===== src/rtl/led_frame_seq.sv =====
// Frame sequencer for the 8-strip LED wall: walks the bit-plane RAM, presents one
// vector per LED bit period, then holds a reset gap. Optional macro: FRAME_LOOP_EN.
module led_frame_seq #(
    parameter int unsigned NUM_LEDS = 64,
    parameter int unsigned SLOT_CYC = 25,
    parameter int unsigned RST_CYC  = 10000,
    parameter int unsigned ADDR_W   = 11
) (
    input  logic              clk_in,
    input  logic              ar,
    input  logic              start,
`ifdef FRAME_LOOP_EN
    input  logic              stop,
`endif
    output logic              rd_en,
    output logic [ADDR_W-1:0] rd_addr,
    input  logic [7:0]        rd_data,
    output logic [7:0]        sr_data,
    output logic              bit_tick,
    output logic              gap,
    output logic              busy,
    output logic              done
);

    localparam int unsigned BIT_CYC  = 3 * SLOT_CYC;
    localparam int unsigned NUM_BITS = NUM_LEDS * 24;
    localparam int unsigned CNT_MAX  = (BIT_CYC > RST_CYC) ? BIT_CYC : RST_CYC;
    localparam int unsigned CNT_W    = $clog2(CNT_MAX + 1);
    localparam logic [ADDR_W-1:0] LAST_ADDR = ADDR_W'(NUM_BITS - 1);

    typedef enum logic [1:0] {S_IDLE, S_LOAD, S_SHIFT, S_GAP} state_t;

    state_t           state;
    logic [CNT_W-1:0] cnt;
    logic             last;

`ifdef FRAME_LOOP_EN
    logic stop_flag;

    // Sticky stop request, consumed at the end of the current gap
    always_ff @(posedge clk_in or posedge ar) begin
        if (ar) begin
            stop_flag <= 1'b0;
        end else if (state == S_GAP && cnt == CNT_W'(RST_CYC - 1)) begin
            stop_flag <= 1'b0;
        end else if (busy && stop) begin
            stop_flag <= 1'b1;
        end
    end
`endif

    always_ff @(posedge clk_in or posedge ar) begin
        if (ar) begin
            state    <= S_IDLE;
            cnt      <= '0;
            last     <= 1'b0;
            rd_en    <= 1'b0;
            rd_addr  <= '0;
            sr_data  <= 8'h00;
            bit_tick <= 1'b0;
            gap      <= 1'b0;
            busy     <= 1'b0;
            done     <= 1'b0;
        end else begin
            rd_en    <= 1'b0;
            bit_tick <= 1'b0;
            done     <= 1'b0;
            case (state)
                S_IDLE: begin
                    // A start coinciding with done is dropped
                    if (start && !done) begin
                        state   <= S_LOAD;
                        busy    <= 1'b1;
                        rd_en   <= 1'b1;
                        rd_addr <= '0;
                        cnt     <= CNT_W'(1);
                        last    <= 1'b0;
                    end
                end
                S_LOAD: begin
                    // cnt 0 only on a looped restart, where the read is issued here
                    if (cnt == CNT_W'(0)) begin
                        rd_en <= 1'b1;
                        cnt   <= CNT_W'(1);
                    end else if (cnt == CNT_W'(1)) begin
                        cnt <= CNT_W'(2);
                    end else begin
                        sr_data  <= rd_data;
                        bit_tick <= 1'b1;
                        cnt      <= '0;
                        state    <= S_SHIFT;
                    end
                end
                S_SHIFT: begin
                    if (cnt == CNT_W'(BIT_CYC - 1)) begin
                        cnt <= '0;
                        if (last) begin
                            state   <= S_GAP;
                            sr_data <= 8'h00;
                            gap     <= 1'b1;
                        end else begin
                            sr_data  <= rd_data;
                            bit_tick <= 1'b1;
                        end
                    end else begin
                        cnt <= cnt + CNT_W'(1);
                        // Prefetch so the data lands exactly on the period boundary
                        if (cnt == CNT_W'(BIT_CYC - 3)) begin
                            if (rd_addr == LAST_ADDR) begin
                                last <= 1'b1;
                            end else begin
                                rd_en   <= 1'b1;
                                rd_addr <= rd_addr + ADDR_W'(1);
                            end
                        end
                    end
                end
                S_GAP: begin
                    if (cnt == CNT_W'(RST_CYC - 1)) begin
                        gap  <= 1'b0;
                        done <= 1'b1;
                        cnt  <= '0;
                        last <= 1'b0;
`ifdef FRAME_LOOP_EN
                        if (!(stop_flag || stop)) begin
                            state   <= S_LOAD;
                            rd_addr <= '0;
                        end else begin
                            state <= S_IDLE;
                            busy  <= 1'b0;
                        end
`else
                        state <= S_IDLE;
                        busy  <= 1'b0;
`endif
                    end else begin
                        cnt <= cnt + CNT_W'(1);
                    end
                end
                default: state <= S_IDLE;
            endcase
        end
    end

endmodule


===== config.mk =====
export PLATFORM = sky130hd
export DESIGN_NAME = led_frame_seq
export DESIGN_NICKNAME = d
export VERILOG_FILES = /design/src/rtl/led_frame_seq.sv
export SDC_FILE = /design/constraint.sdc
export NUM_CORES = 1
export LEC_CHECK = 0
export CAP_MARGIN = 20
export CORE_MARGIN = 3
export CORE_UTILIZATION = 32
export DETAILED_ROUTE_END_ITERATION = 8
export PLACE_DENSITY = 0.59
export SYNTH_ARGS = -nofsm -noshare
export SYNTH_HDL_FRONTEND = slang
export SYNTH_SLANG_ARGS = --single-unit
export TNS_END_PERCENT = 100

===== constraint.sdc =====
create_clock -name clk_in -period 4.5 [get_ports clk_in]
set_clock_uncertainty 0.2 [all_clocks]
set_input_delay 1.125 -clock clk_in [delete_from_list [all_inputs] [get_ports clk_in]]
set_output_delay 1.125 -clock clk_in [all_outputs]
set_load 0.01 [all_outputs]

# [Word-level counts from Yosys, hierarchy flattened]
# Index checks and enable logic that the tools add are counted.
[op_classes] n_addsub=2 n_mul=0 n_div=0 n_lt_le_gt_ge=0 n_eq_ne=18 n_shift=0 n_mux=47 bitwise_logic=0 n_reduce_logical=15
[op_table] operator="$pmux W14 S4" count=1
[op_table] operator="$mux W11" count=4
[op_table] operator="$mux W14" count=3
[op_table] operator="$mux W8" count=4
[op_table] operator="$eq A14 B7 Y1 const B" count=2
[op_table] operator="$pmux W11 S2" count=1
[op_table] operator="$ne A2 B2 Y1 const B" count=10
[op_table] operator="$mux W1" count=19
[op_table] operator="$mux W2" count=8
[op_table] operator="$pmux W8 S2" count=1
[op_table] operator="$add A14 B1 Y14 const B" count=1
[op_table] operator="$eq A14 B1 Y1 const B" count=1
[op_table] operator="$eq A14 B14 Y1 const B" count=1
[op_table] operator="$logic_not A14 Y1" count=1
[op_table] operator="$reduce_and A6 Y1" count=2
[op_table] operator="$add A11 B1 Y11 const B" count=1
[op_table] operator="$eq A11 B11 Y1 const B" count=1
[op_table] operator="$pmux W2 S4" count=1
[op_table] operator="$reduce_and A4 Y1" count=2
[op_table] operator="$reduce_bool A2 Y1" count=4
[op_table] operator="$pmux W1 S2" count=3
[op_table] operator="$pmux W1 S3" count=2
[op_table] operator="$reduce_and A5 Y1" count=1
[op_table] operator="$eq A2 B2 Y1 const B" count=2
[op_table] operator="other kinds (6)" count=6
[word_totals] register_bits=41 latchBits=0 mem_bits_rw=0 romBits=0 input_bits=11 output_inout_bits=24 elab_cells=92 memories=0

# [Depth between registers and ports, before layout]
# Gate-level depths: netlist of the first run.
[logic_depth] ltp_word=5 mapped_depth=8 depth_no_buf=7

# [Worst setup path after synthesis of the first run]
# No wires, ideal clock.
[synth_timing] path_kind="input port to flip-flop" start="input start" end="register rd_addr[6]" setup_ns=0.069 arrival_ns=2.352 required_ns=4.231 setup_slack_ns=1.879 stages=6 n_path_buf=1 path_cell_list="nor2b_1 mux2i_1 a211o_1 buf_6 or4b_1 nand3_1"
[synth_between] elab_chain_cells=3
[synth_lines] item="start, declared" line="11" rtl="input logic start,"
[synth_lines] item="$logic_and A1 B1 Y1" line="71" rtl="if (start && !done) begin"
[synth_lines] item="$ne A2 B2 Y1 (no line)"
[synth_lines] item="$reduce_and A5 Y1 (no line)"
[synth_lines] item="end signal, assigned" line="113" rtl="rd_addr <= rd_addr + ADDR_W'(1);"
[synth_lines] item="end, declared" line="16" rtl="output logic [ADDR_W-1:0] rd_addr,"
# No other way between the ends.
# A chain may end at the register's enable or synchronous reset.

# [Worst setup path after layout of the first run]
[layout_timing] start="input start" end="register cnt[11]"
[layout_between] elab_chain_cells=2
[layout_lines] item="$logic_and A1 B1 Y1" line="71"
[layout_lines] item="$ne A2 B2 Y1 (no line)"
[layout_lines] item="end signal, assigned" line="106" rtl="cnt <= cnt + CNT_W'(1);"
[layout_lines] item="end signal, assigned" line="137" rtl="cnt <= cnt + CNT_W'(1);"
[layout_lines] item="end, declared" line="34" rtl="logic [CNT_W-1:0] cnt;"
# No other way between the ends.

==> results.json, run 1 <==
{
  "timing.reg2reg.setup_slack_ps": 1760,
  "floorplan.initialDensity_pct": 34.0,
  "layout.cell_area.non_filler_um2": 3050,
  "post_synth_inst_count": 275,
  "cts_resized": 0,
  "max-cap-violations": 0,
  "mostFrequentLayoutCell": "sky130_fd_sc_hd__dfrtp_1",
  "numPlacedInstances": 401,
  "totalNegativeSetupSlack_ps": 0,
  "critPathMaxFanout": 4,
  "dominantRegCellSynth": "sky130_fd_sc_hd__dfrtp_1",
  "wire_length_of_the_first_global_routing_pass_um": 9940,
  "first_pass_iters": 4,
  "ys_async_sr_fraction_pct": 100,
  "gr-total-overflow": 0,
  "final.min_clock_period_ps": 3090,
  "peakVddDrop_v": 0.000328,
  "synth_seq_area_share_pct": 40.5,
  "setup_viol": 0,
  "floorplan.die.width_um": 95.0,
  "total_nets_final": 333,
  "cts.htree.levels": 2,
  "report.final.slew_viol_count": 0,
  "synth-edff-count": 0,
  "tightest_slew_ps": 1010,
  "postSynthRegisterBits": 41,
  "finalCritPeriodShare_pct": 68.6,
  "cellLeakagePower_nw": 1.35,
  "post_layout_nonfiller_instances": 409,
  "clock_insertion_delay_worst_skew_ps": 290,
  "drc_markers": 0,
  "synth_top_area_cell": "sky130_fd_sc_hd__dfrtp_1",
  "grt_setup_unrepaired": "no",
  "area_growth_syn_to_layout_pct": 20.5,
  "initialDrtViolationCount": 115,
  "synthAdderAreaFrac_pct": 5.93,
  "tritoncts": "yes",
  "worst_ep_arrival_time_ps": 3110,
  "synth_largest_type_area_fraction_pct": 40.5,
  "post_route_cells_drive_above_1_share_pct": 5.81,
  "post_drt_wl_per_cell_um": 14.7,
  "worst_hold_check_path_type": "reg -> reg",
  "route.detailed.vias_per_inst": 5.14,
  "cts_root_buf": "sky130_fd_sc_hd__clkbuf_8",
  "cp_cell_sequence": "clkdlybuf4s50_1 -> nand2b_1 -> a2111oi_0 -> nand3_1 -> xor2_1 -> nor2_1",
  "synthesis.area_um2": 2530,
  "maximum_number_of_pins_on_one_net_before_global_route_repair": 26,
  "first_global_vias": 1999,
  "post_synth_main_area_contributors": "sky130_fd_sc_hd__dfrtp_1 40%, sky130_fd_sc_hd__ha_1 5.9%, sky130_fd_sc_hd__nand2_1 5.8%",
  "post_dp_cell_area_um2": 2960,
  "synth-xor-area-share_pct": 2.77,
  "synth_top_family_by_area": "simple AND/OR/NAND/NOR gates",
  "vias": 2101,
  "global_route_usage_over_all_layers_pct": 14.1,
  "port-buffer-count": 34,
  "setup.worst_path.end_class": "flop",
  "layout.cells.most_common_list": "41 x sky130_fd_sc_hd__dfrtp_1, 39 x sky130_fd_sc_hd__nand2_1, 34 x sky130_fd_sc_hd__clkdlybuf4s50_1",
  "crit_path_top_delay_cell": "sky130_fd_sc_hd__a2111oi_0",
  "initial_antenna_violation_count": 0,
  "synthesis.yosys.warnings": 0,
  "cts.reportedPaths.clkPinSlew_ps": 80,
  "die_area_um2": 9020,
  "ioPinCount": 35,
  "placeableCoreArea_um2": 7450,
  "achievable-frequency_mhz": 324,
  "clock_sinks": 41,
  "antennaDiodeCount": 0,
  "post_cts_buffers": 0,
  "post-dp-hpwl_um": 4400,
  "outcome": "completed",
  "clock_path_buffers": 2,
  "drt-total-wl_um": 6030,
  "hold-worst-slack_ps": 323,
  "synth_area_per_cell_um2": 9.21,
  "yosys-mux-area-fraction_pct": 4.40,
  "cp_data_required_time_ps": 4520,
  "ant_nets": 0,
  "slew_headroom_pct": 30.7,
  "synthSimpleGateAreaFrac_pct": 28.7,
  "power_per_cell_area_nw_per_um2": 530,
  "synthDistinctLibCells": 58,
  "cts_made_buffers": 5,
  "critical_path.max_stage_delay_ps": 920,
  "die_height_um": 95.0,
  "synth_area_in_compound_gates_pct": 12.5,
  "gpl.final_weighted_congestion": 0.806,
  "cts_hold_buf": 0,
  "path_class": "in -> reg",
  "start_kind": "input port",
  "finalHoldViolCount": 0,
  "placement_rows": 31,
  "synth_fp_nets": 298
}
[kinds of logic (layout without fill, tap and decap cells)]
logic type	after synthesis	after routing
simple gates	129	129
compound gates	44	44
flops	41	41
buf+inv	30	65
fa+ha+maj	12	12
mux	11	11
xor+xnor	8	8
[flip-flops by register name, summed over array words and instances, names as in the netlist]
signal / cells
gap: 1
cnt: 14
busy: 1
sr_data: 8
rd_en: 1
last: 1
state: 2
done: 1
bit_tick: 1
rd_addr: 11
[through the flow]
stage	total power, mW	setup slack, ps	utilization [%]
after floorplan	1.11	1880	-
after global placement	1.37	1140	39.8
after detailed placement	1.37	1160	39.8
after CTS	1.63	1460	40.9
after global routing	1.75	1300	41.0
final	1.62	1410	41.0
[power breakdown]
part           total (mW)  internal, mW  switching, mW
registers           0.560         0.462         0.0973
clock network       0.248         0.122          0.126
logic               0.811         0.381          0.430
total                1.62         0.965          0.654
[cell usage after synthesis (2+ instances only)]
master and n:
sky130_fd_sc_hd__clkbuf_1 3, sky130_fd_sc_hd__nand2_1 39, sky130_fd_sc_hd__nand3_1 12, sky130_fd_sc_hd__xnor2_1 2
sky130_fd_sc_hd__nor3_1 3, sky130_fd_sc_hd__nor2_1 20, sky130_fd_sc_hd__buf_6 2, sky130_fd_sc_hd__nor4b_1 2
sky130_fd_sc_hd__and2_1 2, sky130_fd_sc_hd__mux2i_1 10, sky130_fd_sc_hd__nor4_1 5, sky130_fd_sc_hd__o211ai_1 4
sky130_fd_sc_hd__or4b_1 2, sky130_fd_sc_hd__and3_1 5, sky130_fd_sc_hd__and4_1 2, sky130_fd_sc_hd__xor2_1 6
sky130_fd_sc_hd__dfrtp_1 41, sky130_fd_sc_hd__o21ai_0 9, sky130_fd_sc_hd__or4_1 2, sky130_fd_sc_hd__nor3b_1 2
sky130_fd_sc_hd__buf_2 3, sky130_fd_sc_hd__a211o_1 2, sky130_fd_sc_hd__o221ai_1 2, sky130_fd_sc_hd__nand2b_1 5
sky130_fd_sc_hd__a22o_1 2, sky130_fd_sc_hd__nand3b_1 6, sky130_fd_sc_hd__a21oi_1 9, sky130_fd_sc_hd__ha_1 12
sky130_fd_sc_hd__and2b_1 2, sky130_fd_sc_hd__nor2b_1 2, sky130_fd_sc_hd__nand4b_1 2, sky130_fd_sc_hd__nand4_1 7
sky130_fd_sc_hd__or2_2 2, sky130_fd_sc_hd__inv_1 21, sky130_fd_sc_hd__a21o_1 2
[metal layers]
layer	track usage, %	part of all wire (%)	up-vias
li1	-	-	1046
met2	21.8	45	42
met3	2.79	4.0	6
met1	20.3	50	1007
met5	0	0	-
met4	3.00	1.1	0
[worst max-delay path: cells and delay by family]
kind	cells	cell delay, ps
AO/OA/AOI/OAI	1	920
XOR/XNOR	1	190
buffers and inverters	1	470
AND/OR/NAND/NOR	3	400
[layout make-up]
cell class / count / area (µm²)
flip-flops and latches: 41 / 1030
repair buffers: 37 / 363
well taps: 99 / 124
inverters: 21 / 78.8
clock buffers: 7 / 86.3
multi-input cells: 204 / 1380
fillers: 766 / 4390
[path summary, 6_finish.rpt]
| kind | from | to | depth (start not counted) |
|---|---|---|---|
| setup / recovery | start | cnt[11] | 6 |
| min in group asynchronous | ar | cnt[8] | 2 |
| max in group asynchronous | ar | sr_data[5] | 3 |
| hold reg to reg | sr_data[7] | sr_data[7] | 2 |
| setup reg to reg | cnt[0] | rd_addr[6] | 7 |
| hold / removal | sr_data[7] | sr_data[7] | 2 |
(Power assumes the default switching activity.)
==> inputs of run 2 (changes only) <==
clock period = 3 ns   (was 4.5 ns; I/O delays follow)
==> run 2 against run 1 <==
Total power is 57% higher. Largest power group unchanged. Combinational power is 53% higher. Critical path type is now reg -> reg. Sequential share of layout area is 0.85 points lower.
==> results.json, run 2 (same netlist as run 1, synthesis figures left out) <==
{
  "multiInputGateArea_um2": 1380,
  "worst_ep_arrival_time_ps": 2720,
  "clock_insertion_delay_worst_skew_ps": 300,
  "finalCritPeriodShare_pct": 89.5,
  "clock_path_buffers": 2,
  "slew_headroom_pct": 49.1,
  "timing.hold.worst_path_depth": 2,
  "achievable-frequency_mhz": 372,
  "area.sequential_um2": 1030,
  "finalPower_mw": 2.54,
  "peakVddDrop_v": 0.000512,
  "maximum_number_of_pins_on_one_net_before_global_route_repair": 26,
  "start_kind": "flop",
  "largest_register_ff_count": 14,
  "tightest_slew_ps": 753,
  "layout.cell_area.non_filler_um2": 3130,
  "ant_nets": 0,
  "total_nets_final": 338,
  "final.min_clock_period_ps": 2690,
  "timing.reg2reg.setup_slack_ps": 310,
  "outcome": "completed",
  "largest_register": "cnt",
  "finish.utilization_pct": 42.1,
  "cts_hold_buf": 0,
  "r2r-start": "cnt[0]",
  "post-dp-hpwl_um": 4540,
  "post_cts_buffers": 0,
  "vias": 2187,
  "fin_ws_ps": 314,
  "route.detailed.vias_per_inst": 5.27,
  "wire_length_of_the_first_global_routing_pass_um": 10200,
  "port-buffer-count": 34,
  "die_area_um2": 9020,
  "totalNegativeSetupSlack_ps": 0,
  "initialDrtViolationCount": 90,
  "wirelength_met1_um": 3040,
  "post_layout_nonfiller_instances": 415,
  "ioPinCount": 35,
  "met2_wirelength_um": 2720,
  "cts_resized": 0,
  "placeableCoreArea_um2": 7450,
  "max-cap-violations": 0,
  "met3WireLength_um": 274,
  "hold-worst-slack_ps": 326,
  "grt_setup_unrepaired": "no",
  "hp-start": "sr_data[2]",
  "drc_markers": 0,
  "numPlacedInstances": 406,
  "floorplan.die.width_um": 95.0,
  "floorplan.initialDensity_pct": 34.0,
  "setup_slack_at_placement_ps": 104,
  "report.final.slew_viol_count": 0,
  "finalHoldViolCount": 0,
  "antennaDiodeCount": 0,
  "post_drt_wl_per_cell_um": 14.6,
  "initial_antenna_violation_count": 0,
  "rr_endpoint": "rd_addr[6]",
  "gpl.final_weighted_congestion": 0.823,
  "cts.htree.levels": 2,
  "first_pass_iters": 4,
  "placement_rows": 31,
  "cts_made_buffers": 5,
  "die_height_um": 95.0,
  "cts_root_buf": "sky130_fd_sc_hd__clkbuf_8",
  "first_global_vias": 2051,
  "area_growth_syn_to_layout_pct": 23.7,
  "worstHoldEndpoint": "sr_data[2]",
  "cts.reportedPaths.clkPinSlew_ps": 80,
  "path_class": "reg -> reg",
  "global_route_usage_over_all_layers_pct": 14.4,
  "post_dp_cell_area_um2": 3010,
  "worst_hold_check_path_type": "reg -> reg",
  "drt-total-wl_um": 6080,
  "topmost_layer_with_routed_signal_wires": "met4",
  "setup_viol": 0,
  "tritoncts": "yes",
  "clock_sinks": 41,
  "setup.worst_path.end_class": "flop",
  "cp_data_required_time_ps": 3040,
  "power_per_cell_area_nw_per_um2": 811,
  "cellLeakagePower_nw": 1.39,
  "worstRegToRegCells": 7,
  "layout.cells.most_common_list": "41 x sky130_fd_sc_hd__dfrtp_1, 39 x sky130_fd_sc_hd__nand2_1, 34 x sky130_fd_sc_hd__clkdlybuf4s50_1",
  "gr-total-overflow": 0,
  "critPathMaxFanout": 10,
  "post_route_cells_drive_above_1_share_pct": 7.91,
  "mostFrequentLayoutCell": "sky130_fd_sc_hd__dfrtp_1",
  "fillerInstances": 739,
  "reg.largest.list": "cnt: 14 flops, rd_addr: 11 flops, sr_data: 8 flops"
}
run 2: changes by cell type in the layout (fill, tap and decap cells not counted), sizes merged:
| cell | previous run | this run |
|---|---|---|
| buf | 3 | 8 |
| clkbuf | 7 | 5 |
| bufinv | 0 | 1 |
| clkinv | 1 | 2 |
| clkinvlp | 0 | 1 |
run 2: report_power, final:
group          total [mW]  internal (mW)  leakage, nW  switching [mW]
clock               0.459          0.249       0.0543           0.210
combinational        1.24          0.586        0.799           0.654
sequential          0.842          0.693        0.537           0.149
total                2.54           1.53         1.39            1.01
run 2: worst max path at each step:
| stage | depth (start not counted) | slack [ps] | end | from |
|---|---|---|---|---|
| 6_report | 7 | 310 | rd_addr[6] | cnt[0] |
| 5_1_grt | 7 | 120 | rd_addr[6] | cnt[0] |
| 4_1_cts | 7 | 330 | rd_addr[6] | cnt[0] |
| 3_5_place_dp | 6 | 100 | rd_addr[6] | start |
| 3_3_place_gp | 6 | 140 | rd_addr[6] | start |
| 2_1_floorplan | 8 | 540 | rd_addr[6] | cnt[0] |
run 2: layout make-up:
type,count,area share [%]
multi-input cells,204,43.9
flip-flops and latches,41,32.7
repair buffers,42,13.2
well taps,99,3.95
inverters,21,2.52
clock buffers,5,2.20
clock inverters,3,1.48
run 2: per-layer routing:
metal,track usage [%],vias up
met5,0,-
met4,3.61,0
met3,3.03,6
met2,21.2,45
met1,21.5,1078
li1,-,1058
run 2: worst max-delay path, stage by stage, from the launching register on:
cell and delay [ps]:
sky130_fd_sc_hd__dfrtp_1 460, sky130_fd_sc_hd__inv_1 110, sky130_fd_sc_hd__ha_1 260, sky130_fd_sc_hd__nor4b_1 340, sky130_fd_sc_hd__nand4_2 190, sky130_fd_sc_hd__a211o_1 440, sky130_fd_sc_hd__or4b_1 540, sky130_fd_sc_hd__nand3_1 90
==> inputs of run 3 (changes only) <==
SKIP_LAST_GASP = 1   (was not set)
==> results of run 3 <==
The final DEF is identical to that of run 2; final timing and power are the same.
